### src/rtl/ring_buffer.sv
// Circular FIFO with wrap-around read/write pointers.
// Valid/ready on both sides, show-ahead read data, sticky error flags.
module ring_buffer #(
    parameter int DEPTH  = 8,
    parameter int DATA_W = 8
) (
    input  logic                   clk,
    input  logic                   rst_n,
    input  logic                   flush,
    input  logic                   wr_valid,
    output logic                   wr_ready,
    input  logic [DATA_W-1:0]      wr_data,
    output logic                   rd_valid,
    input  logic                   rd_ready,
    output logic [DATA_W-1:0]      rd_data,
    output logic [$clog2(DEPTH):0] count,
    output logic                   full,
    output logic                   empty,
    output logic                   overflow,
    output logic                   underflow
);

    localparam int PW = $clog2(DEPTH);
    localparam int CW = $clog2(DEPTH) + 1;
    localparam logic [PW-1:0] LAST  = PW'(DEPTH - 1);
    localparam logic [CW-1:0] FULLC = CW'(DEPTH);

    logic [DATA_W-1:0] mem [DEPTH];
    logic [PW-1:0]     wr_ptr;
    logic [PW-1:0]     rd_ptr;
    logic              push;
    logic              pop;
    logic              clr;

    // Handshake decode and status flags from registered state
    always_comb begin
        full     = (count == FULLC);
        empty    = (count == '0);
        wr_ready = !full;
        rd_valid = !empty;
        clr      = rst_n || flush;
        push     = wr_valid && wr_ready && !clr;
        pop      = rd_valid && rd_ready && !clr;
        rd_data  = mem[rd_ptr];
    end

    // Storage write; contents survive reset and flush
    always_ff @(posedge clk) begin
        if (push) begin
            mem[wr_ptr] <= wr_data;
        end
    end

    // Pointers, occupancy and sticky error flags
    always_ff @(posedge clk) begin
        if (clr) begin
            wr_ptr    <= '0;
            rd_ptr    <= '0;
            count     <= '0;
            overflow  <= 1'b0;
            underflow <= 1'b0;
        end else begin
            if (push) begin
                wr_ptr <= (wr_ptr == LAST) ? '0 : wr_ptr + PW'(1);
            end
            if (pop) begin
                rd_ptr <= (rd_ptr == LAST) ? '0 : rd_ptr + PW'(1);
            end
            unique case ({push, pop})
                2'b10:   count <= count + CW'(1);
                2'b01:   count <= count - CW'(1);
                default: count <= count;
            endcase
            if (wr_valid && full) begin
                overflow <= 1'b1;
            end
            if (rd_ready && empty) begin
                underflow <= 1'b1;
            end
        end
    end

endmodule

### config.mk
export PLATFORM = sky130hd
export DESIGN_NAME = ring_buffer
export DESIGN_NICKNAME = d
export VERILOG_FILES = /design/src/rtl/ring_buffer.sv
export SDC_FILE = /design/constraint.sdc
export NUM_CORES = 1
export LEC_CHECK = 0
export ABC_CLOCK_PERIOD_IN_PS = 4700
export BUFFER_PORTS_ARGS = -buffer_cell sky130_fd_sc_hd__buf_2
export CAP_MARGIN = 40
export CORE_MARGIN = 2
export CORE_UTILIZATION = 40
export DETAILED_ROUTE_END_ITERATION = 16
export GPL_TIMING_DRIVEN = 1
export PLACE_DENSITY = 0.59
export SLEW_MARGIN = 5
export SYNTH_ARGS = -nofsm -noshare
export SYNTH_HDL_FRONTEND = slang
export SYNTH_SLANG_ARGS = --single-unit
### constraint.sdc
create_clock -name clk -period 4.7 [get_ports clk]
set_input_delay 0.235 -clock clk [delete_from_list [all_inputs] [get_ports clk]]
set_output_delay 0.235 -clock clk [all_outputs]
set_load 0.01 [all_outputs]
==> flow_summary.ini <==
[run_status]
status = finished clean

[clock_network]
path_clk_slew_ps = 70
numCtsBuffers = 9
cts.sinks = 79
cts-root-buf = clkbuf_8
clk_path_buf_depth = 2
cts_setup_buffers = 0
tritoncts = built
htreeDepth = 3
clk_latency_ps = 340
cts_hold_buf = 0
ctsResizeCount = 0

[cells_and_area]
nNetsFinal = 244
seq_area_um2 = 2222
layout_commonest_cell = edfxtp_1
layout_common_cells = 64 x edfxtp_1, 30 x buf_2, 15 x mux4_1, 15 x dfxtp_1, 12 x nor2_1
final_layout_size_suffix_gt1_share_pct = 28.38
antenna_cells = 0
syn_to_final_growth_pct = 13.87
multi_input_area_um2 = 958.4
fillCellCount = 687

[grt]
antenna_found_initial = 0
grt_pass1_wl_mm = 8.790
grt_max_degree = 17
grt_pass1_vias = 1710
gr-usage-all-layers_pct = 13.93
overflow = 0

[logic_synthesis]
synth_cell_types = 32
synth_area_um2 = 3238
synth-adder-area-share_pct = 2.705
muxShareOfSynthArea_pct = 15.96
synthSimpleGateAreaFrac_pct = 7.303
synth-compound-area-share_pct = 2.512
synth_nets = 204
syn_area_per_cell_um2 = 17.60
ys_ff_latch = 79
yosys.area_share.xor_xnor_pct = 0.8114
netlist_instances = 184
ys_warn_count = 0
seq_area_frac_synth_pct = 68.62
synth_top_family_by_area = multiplexers

[setup_path]
crit_buf_inv = 0
slowest_delay_ps = 620
required_ps = 4970
slowest_stage = or4_1
cp-end-kind = flop
path_class = reg -> reg
cp_cell_sequence = or4_1 -> nand2_2 -> nor2_1 -> ha_1 -> xor2_1 -> ha_1 -> a21oi_1 -> xor2_1 -> or3_1 -> a21oi_1
critPathLaunchType = flop
critPathTopFamily = simple AND/OR/NAND/NOR gates
arrival_ps = 2860
worstPathMaxFanout = 8

[floorplanning]
start_util_pct = 41.69
die_h_um = 93.98
core_um2 = 7767
pin_count = 31
rows = 32
dieArea_um2 = 8831
die_w_um = 93.98

[timing]
hold_violations = 0
maxSlewViolCount = 0
fin_crit_ps = 2586
max_freq_ghz = 0.3868
holdWs_ps = 146.2
setup_violations = 0
post-route-period-util_pct = 55.01
fin_tns_setup_ps = 0
rsz0062_at_grt = no
setup_ws_ps = 2114
timing.slew.headroom_pct = 41.66
finClkSkew_ps = 6.219
tightest_slew_ps = 870.3

[route]
first_pass_iters = 5
via_per_inst = 5.100
first_iter_violations = 114
ant_nets = 0
post-route-drc-count = 0
finalWirelength_mm = 5.618
num_vias = 1688
wire_per_inst_um = 16.97

[run]
drv_cap = 0

[place]
dpl.hpwl_mm = 3.845
pre_cts_ws_ps = 2134
place_congestion = 0.7517
io_buffers = 30

[hold_path]
hold_class = in -> reg

[power_and_ir_drop]
ir_drop_mv = 0.1467
power.density_nw_per_um2 = 328.3
leakage_nw = 1.283
totalPowerFinal_mw = 1.211
==> cells in the mapped netlist <==
master     count  area [um2]
edfxtp_1      64        1922
dfxtp_1       15       300.3
mux4_1        15       394.1
nor2_1        12       45.04
a21oi_1       11       55.05
nand2_1       10       37.54
mux2_2         8       90.09
ha_1           7       87.58
or3_1          5       31.28
nand2b_1       4       25.02
clkbuf_1       3       11.26
inv_1          3       11.26
xor2_1         3       26.28
buf_2          2       10.01
nand3b_1       2       15.01
nand4b_1       2       17.52
nor3_1         2       10.01
o21ai_0        2       10.01
a2111oi_0      1       8.760
a211oi_1       1       7.510
and2_1         1       6.260
buf_1          1       3.750
buf_12         1       20.02
buf_6          1       11.26
mux2i_1        1       10.01
mux4_2         1       22.52
nand2_2        1       6.260
nand3_1        1       5.000
nand3_2        1       10.01
or2_2          1       6.260
or4_1          1       7.510
or4b_4         1       13.76
==> where the power goes <==
| part | leakage, nW | switching [mW] | internal, mW |
|---|---|---|---|
| logic | 0.505 | 0.0207 | 0.0135 |
| clock network | 0.0801 | 0.226 | 0.190 |
| registers | 0.698 | 0.00230 | 0.758 |
==> final timing paths <==
path,slack [ps],from,cells past startpoint,end
worst max register to register,2110,count[0],10,count[2]
worst min-delay path,150,wr_valid,3,overflow
worst min register to register,470,underflow,2,underflow
worst max-delay path,2110,count[0],10,count[2]
==> flip-flops by register name, indices dropped and copies added, names as in the netlist, named ones only <==
name / cells
count: 4
underflow: 1
mem: 64
wr_ptr: 3
rd_ptr: 3
overflow: 1
==> cells by family (layout without fill, tap and decap cells) <==
family                     count (synthesis)  in the layout
AOI/OAI and AO/OA                         15             15
adders and majority gates                  7              7
muxes                                     25             25
xor gates and xnor gates                   3              3
buffers and inverters                     11             56
and+or+nand+nor                           44             44
DFF                                       79             79
==> worst reg2reg max path, stage by stage, from the launching register on <==
cell	delay (ps)
dfxtp_1	380
or4_1	630
nand2_2	150
nor2_1	70
ha_1	250
xor2_1	160
ha_1	180
a21oi_1	160
xor2_1	90
or3_1	310
a21oi_1	140
==> cell type report <==
type | count | share of cell area (%)
Clock buffer | 12 | 3.665
Clock inverter | 4 | 0.6108
Inverter | 3 | 0.3054
Multi-Input combinational cell | 94 | 25.99
Sequential cell | 79 | 60.26
Tap cell | 102 | 3.461
Timing Repair Buffer | 37 | 5.701
==> through the flow <==
| stage | instances | util [%] | instance area (um2) |
|---|---|---|---|
| after floorplan | 184 | - | 3238 |
| after global placement | 308 | 44.67 | 3470 |
| after detailed placement | 315 | 45.44 | 3530 |
| after CTS | 331 | 47.47 | 3687 |
| after global routing | 331 | 47.47 | 3687 |
| final | 331 | 47.47 | 3687 |
==> layer usage <==
metal | track usage, % | vias up | routed length (um)
met4 | 6.884 | 0 | 97
met2 | 22.38 | 28 | 2770
li1 | - | 804 | -
met5 | 0 | - | 0
met1 | 17.77 | 847 | 2597
met3 | 3.210 | 9 | 153
(Power assumes the default switching activity.)
